`src/rtl/top.sv`:
```
// Counting-loop arithmetic kernel: a setup phase splits SETUP_CYCLES between bounds n and k,
// then "while (i <= n) { i++; j += i; }" runs one iteration per clock and the result is held.
module top #(
    parameter int W            = 13,
    parameter int SETUP_CYCLES = 16
) (
    input  logic         clk,
    input  logic         rst,
    input  logic         selector,
    output logic [W-1:0] i,
    output logic [W-1:0] j,
    output logic [W-1:0] k,
    output logic [W-1:0] n
);

    localparam int CW = (SETUP_CYCLES > 1) ? $clog2(SETUP_CYCLES) : 1;
    localparam logic [CW-1:0] SETUP_LAST = CW'(SETUP_CYCLES - 1);

    typedef enum logic [1:0] {
        ST_SETUP = 2'd0,
        ST_LOOP  = 2'd1,
        ST_DONE  = 2'd2
    } state_t;

    state_t        state_q, state_d;
    logic [CW-1:0] cnt_q, cnt_d;
    logic [W-1:0]  i_q, i_d;
    logic [W-1:0]  j_q, j_d;
    logic [W-1:0]  k_q, k_d;
    logic [W-1:0]  n_q, n_d;

    logic [W-1:0]  i_inc;
    logic          loop_go;

    assign i_inc   = i_q + W'(1);
    assign loop_go = (i_q <= n_q);

    always_comb begin
        // NOTE: every _d gets its hold value first so no path through the case can infer a latch.
        state_d = state_q;
        cnt_d   = cnt_q;
        i_d     = i_q;
        j_d     = j_q;
        k_d     = k_q;
        n_d     = n_q;

        unique case (state_q)
            ST_SETUP: begin
                if (selector) begin
                    n_d = n_q + W'(1);
                end else begin
                    k_d = k_q + W'(1);
                end
                // The final setup edge still applies its n/k update before leaving.
                if (cnt_q == SETUP_LAST) begin
                    state_d = ST_LOOP;
                end else begin
                    cnt_d = cnt_q + CW'(1);
                end
            end
            ST_LOOP: begin
                // j accumulates the already-incremented i, so j stays i(i+1)/2.
                if (loop_go) begin
                    i_d = i_inc;
                    j_d = j_q + i_inc;
                end else begin
                    state_d = ST_DONE;
                end
            end
            ST_DONE: begin
                state_d = ST_DONE;
            end
            default: begin
                state_d = ST_SETUP;
            end
        endcase
    end

    // NOTE: sequential state uses non-blocking assignments so all registers update from pre-edge values.
    always_ff @(posedge clk or negedge rst) begin
        if (!rst) begin
            state_q <= ST_SETUP;
            cnt_q   <= '0;
            i_q     <= '0;
            j_q     <= '0;
            k_q     <= '0;
            n_q     <= '0;
        end else begin
            state_q <= state_d;
            cnt_q   <= cnt_d;
            i_q     <= i_d;
            j_q     <= j_d;
            k_q     <= k_d;
            n_q     <= n_d;
        end
    end

    assign i = i_q;
    assign j = j_q;
    assign k = k_q;
    assign n = n_q;

endmodule

```
`config.mk`:
```
export PLATFORM = sky130hd
export DESIGN_NAME = top
export DESIGN_NICKNAME = d
export VERILOG_FILES = /design/src/rtl/top.sv
export SDC_FILE = /design/constraint.sdc
export NUM_CORES = 1
export LEC_CHECK = 0
export CORE_MARGIN = 10
export CORE_UTILIZATION = 45
export CTS_CLUSTER_SIZE = 20
export DETAILED_ROUTE_END_ITERATION = 12
export PLACE_DENSITY = 0.69
export REMOVE_ABC_BUFFERS = 1
export SLEW_MARGIN = 30
export SYNTH_ARGS = -nofsm -noshare
export SYNTH_HDL_FRONTEND = slang
export SYNTH_SLANG_ARGS = --single-unit
```
`constraint.sdc`:
```
create_clock -name clk -period 4.2 [get_ports clk]
set_input_delay 0.63 -clock clk [delete_from_list [all_inputs] [get_ports clk]]
set_output_delay 0.63 -clock clk [all_outputs]
set_load 0.05 [all_outputs]
```
After elaboration in Yosys (flattened, before gate mapping)
Index checks and enable logic that the tools add are counted.
Storage, ports and cells
  flip-flop bits (word level): 58
  input port bits: 3
  output and inout bits: 52
Cells by class
  add/sub/neg operators: 5
  magnitude comparators: 1
  equal/unequal tests: 5
  mux-type cells: 3
  bitwise logic cells: 2
  reduce and logical (&&, ||, !) cells: 6
Operators by type and width (number)
  $add 13x1->13 const B: 3
  $add 13x13->13: 1
  $le 13x13->1: 1
  $reduce_and 2->1: 5
  $pmux 2 s3: 1
  $add 4x1->4 const B: 1
  $eq 4x4->1 const B: 1
  $mux 2: 2
  $ne 2x2->1 const B: 2
  $eq 2x1->1 const B: 1
  $eq 2x2->1 const B: 1
  $logic_not 2->1: 1
  $not 1->1: 2

Depth between registers and ports, before layout
  depth after elaboration: 3
  depth in mapped cells: 12
  mapped depth without buffers: 12

Worst setup path after synthesis
No wires, ideal clock.
  kind: flip-flop to flip-flop
  start: register i_q[0] (netlist: i[0])
  end: register j_q[12] (netlist: j[12])
  arrival time: 3.197 ns
  required time: 4.071 ns
  setup slack: 0.875 ns
  cell stages (with the launch flop): 11
  buffers on the path: 0
  cells stage by stage: dfrtp_1 > ha_1 > nand3_1 > or2_1 > xnor2_1 > ha_1 > and3_1 > a221o_1 > a311oi_4 > mux2i_1 > a2111o_1
Between the ends
  cells in the longest elaborated chain, start to end: 2
  elaborated cells on any way between the ends: 4
  classes of those cells: add/sub (2); order compare (1); reduce/logical (1)
RTL lines
  from (decl): RTL line 27  | logic [W-1:0] i_q, i_d;
  from (signal assigned): RTL line 91  | i_q <= i_d;
  $add 13x1->13: RTL line 35  | assign i_inc = i_q + W'(1);
  net i_inc[6]: RTL line 32  | logic [W-1:0] i_inc;
  $add 13x13->13: RTL line 65  | j_d = j_q + i_inc;
  to (signal assigned): RTL line 92  | j_q <= j_d;
  to (decl): RTL line 28  | logic [W-1:0] j_q, j_d;
The timed path passes the listed nets, and every way through them passes these cells.
A chain may end at the register's enable or synchronous reset.

Worst setup path after layout
  start: register i_q[2] (netlist: i[2])
  end: register j_q[12] (netlist: j[12])
Same word-level chain as after synthesis.

==> flow_summary.json <==
{
  "status": "finished clean",
  "synthAdderAreaFrac_pct": 12.25,
  "yosysWarnings": 0,
  "hold_buffers": 0,
  "worstSkewPairLatency_ns": 0.33,
  "synth-simple-area-share_pct": 15.53,
  "dp_hpwl_um": 5601,
  "n_fill_cell": 655,
  "antenna_found_initial": 0,
  "fp.dieW_um": 107.3,
  "layout-drive-gt1-share_pct": 6.601,
  "synth_top_area_share_pct": 42.29,
  "synthArstFlopShare_pct": 100.0,
  "rows": 31,
  "start_util_pct": 46.82,
  "synthMuxAreaShare_pct": 1.932,
  "fin_nets": 441,
  "avgSynthCellArea_um2": 10.04,
  "max-slew-margin-rel_pct": 48.27,
  "synth_edf_count": 0,
  "path_cells": "nand3_1, nor3_1, and3_1, xor2_1, ha_1, a21oi_1, nor2_1, o21a_2, a311oi_4, mux2i_1, a2111o_1",
  "synth_top_flop_cell": "dfrtp_1",
  "synth_commonest_cells": "dfrtp_1 (58), xnor2_1 (36), nand2_1 (35)",
  "finalCritPeriodShare_pct": 77.38,
  "io_pins": 55,
  "globalplace.congestion": 0.8367,
  "fin_setup_tns_ns": 0,
  "coreArea_um2": 7331,
  "rsz0062_at_grt": "false",
  "synth_seq_area_share_pct": 42.29,
  "leakagePower_uw": 0.001942,
  "cp-start-kind": "flip-flop",
  "wl_per_cell_um": 14.88,
  "cp_max_fo": 7,
  "arrival_ns": 3.47,
  "clk_pin_slew_ns": 0.07,
  "hold_slack_ns": 0.4554,
  "finalHoldViolations": 0,
  "endpoint_kind": "flip-flop",
  "fmax_mhz": 307.7,
  "ys_types": 44,
  "synth_top_family_by_area": "simple AND/OR/NAND/NOR gates",
  "holdCritPathClass": "in -> async",
  "antennaDiodeCount": 0,
  "synth_compound_gate_area_share_pct": 10.57,
  "ys_ff_latch": 58,
  "vias": 2632,
  "cts_root_buffer": "clkbuf_8",
  "cts_setup_buffers": 0,
  "grt_max_degree": 59,
  "portBuffers": 54,
  "worst_pin_slew_ns": 0.7689,
  "fin_skew_ns": 0.003126,
  "htree_num_levels": 3,
  "finalWirelength_um": 7559,
  "drv_slew": 0,
  "critical_path_required_ns": 4.42,
  "synth_area_um2": 3432,
  "regArea_um2": 1451,
  "dieArea_um2": 11520,
  "grt_overflow": 0,
  "die_h_um": 107.3,
  "setup_viol": 0,
  "min_period_ns": 3.250,
  "drv_cap": 0,
  "cts_tree": "done",
  "dp_cells": 493,
  "crit_type": "reg -> reg",
  "ir_drop_mv": 0.5359,
  "areaGrowthSynthToFinish_pct": 25.34,
  "synth.most_common_cell": "dfrtp_1",
  "powerDensity_nw_per_um2": 725.5,
  "max-clock-path-buffers": 2,
  "grt_pass1_vias": 2614,
  "cts_resized": 0,
  "fin_cells": 508,
  "grt_pass1_wl_um": 12850,
  "multi_input_comb_area_um2": 1898,
  "cts.sinks": 58,
  "synth_xor_xnor_area_share_pct": 14.80,
  "viasPerCell": 5.181,
  "drtPass1Iterations": 4,
  "final_antenna_net_count": 0,
  "cts_buffers": 9,
  "yosys-top-cells-area": "dfrtp_1 (42%), ha_1 (12%), xnor2_1 (9.2%)",
  "grt_usage_pct": 13.88,
  "drt_iter0_drc": 145,
  "slowest_stage": "dfrtp_1",
  "drc": 0,
  "cpPeakStageDelay_ns": 0.49,
  "synth_top_area_cell": "dfrtp_1",
  "netlist_instances": 342
}
layer usage:
metal	vias up	part of all wire (%)	global-route usage, %	wire length (um)
li1	1317	-	-	-
met1	1260	44	16.90	3304
met2	49	49	22.64	3704
met3	6	6.1	4.012	460
met4	0	1.2	5.439	89
met5	-	0	0	0
worst max-delay path: cells and delay by family, from the launching register on:
kind | cells | cell delay [ns]
AND/OR/NAND/NOR | 4 | 0.94
multiplexers | 1 | 0.12
adder cells (fa/ha/maj) | 1 | 0.31
flip-flops | 1 | 0.49
AO/OA/AOI/OAI | 4 | 1.08
XOR/XNOR | 1 | 0.18
placed cells by master, fill, tap and decap left out, types with 8 or more instances in the layout:
cell and n:
nor2_1 17, clkdlybuf4s50_1 53, a21oi_1 12, xnor2_1 36, nor3_1 8, inv_1 17
nand2_1 35, o21ai_1 13, xor2_1 22, dfrtp_1 58, ha_1 32, nand3_1 19
clkbuf_8 9
area by class of cell:
type	count	share of cell area, %
inverter	19	1.658
timing repair buffer	56	12.80
clock buffer	9	2.880
tap	99	2.880
sequential	58	33.74
clock inverter	6	1.920
multi-input combinational	261	44.12
per-stage QoR:
step                      setup WS, ns  cell area (um^2)  utilization, %  total power [uW]
after CTS                       0.9378              4302           58.68              3158
after floorplan                 0.4485              3413               -              2064
after detailed placement        0.9544              4095           55.86              2569
after global routing            0.6689              4302           58.68              3364
after global placement           1.123              4095           55.86              2540
final                           0.9502              4302           58.68              3121
state kept, by name, indices dropped and copies added (netlist names):
signal	count
i	13
j	13
k	13
n	13
cnt_q	4
state_q	2
where the power goes:
group	internal (uW)	total [uW]	switching, uW
Combinational	639	1690	1060
Sequential	701	870	169
Clock	327	556	229
Total	1670	3120	1450
final timing paths:
kind	from	to	slack [ns]	depth (start not counted)
max reg2reg	i[2]	j[12]	0.95	11
max in group asynchronous	rst	j[8]	3.27	2
min reg2reg	k[12]	k[12]	0.47	1
min in group clk	k[12]	k[12]	0.47	1
min	rst	j[2]	0.46	2
max	i[2]	j[12]	0.95	11
cell families (layout without fill, tap and decap cells):
| logic type | after synthesis | count (layout) |
|---|---|---|
| fa+ha+maj | 33 | 33 |
| mux | 6 | 6 |
| flops | 58 | 58 |
| buf+inv | 23 | 90 |
| xor+xnor | 58 | 58 |
| compound gates | 54 | 54 |
| simple gates | 110 | 110 |
No activity file was read; power rests on OpenSTA's default activity.
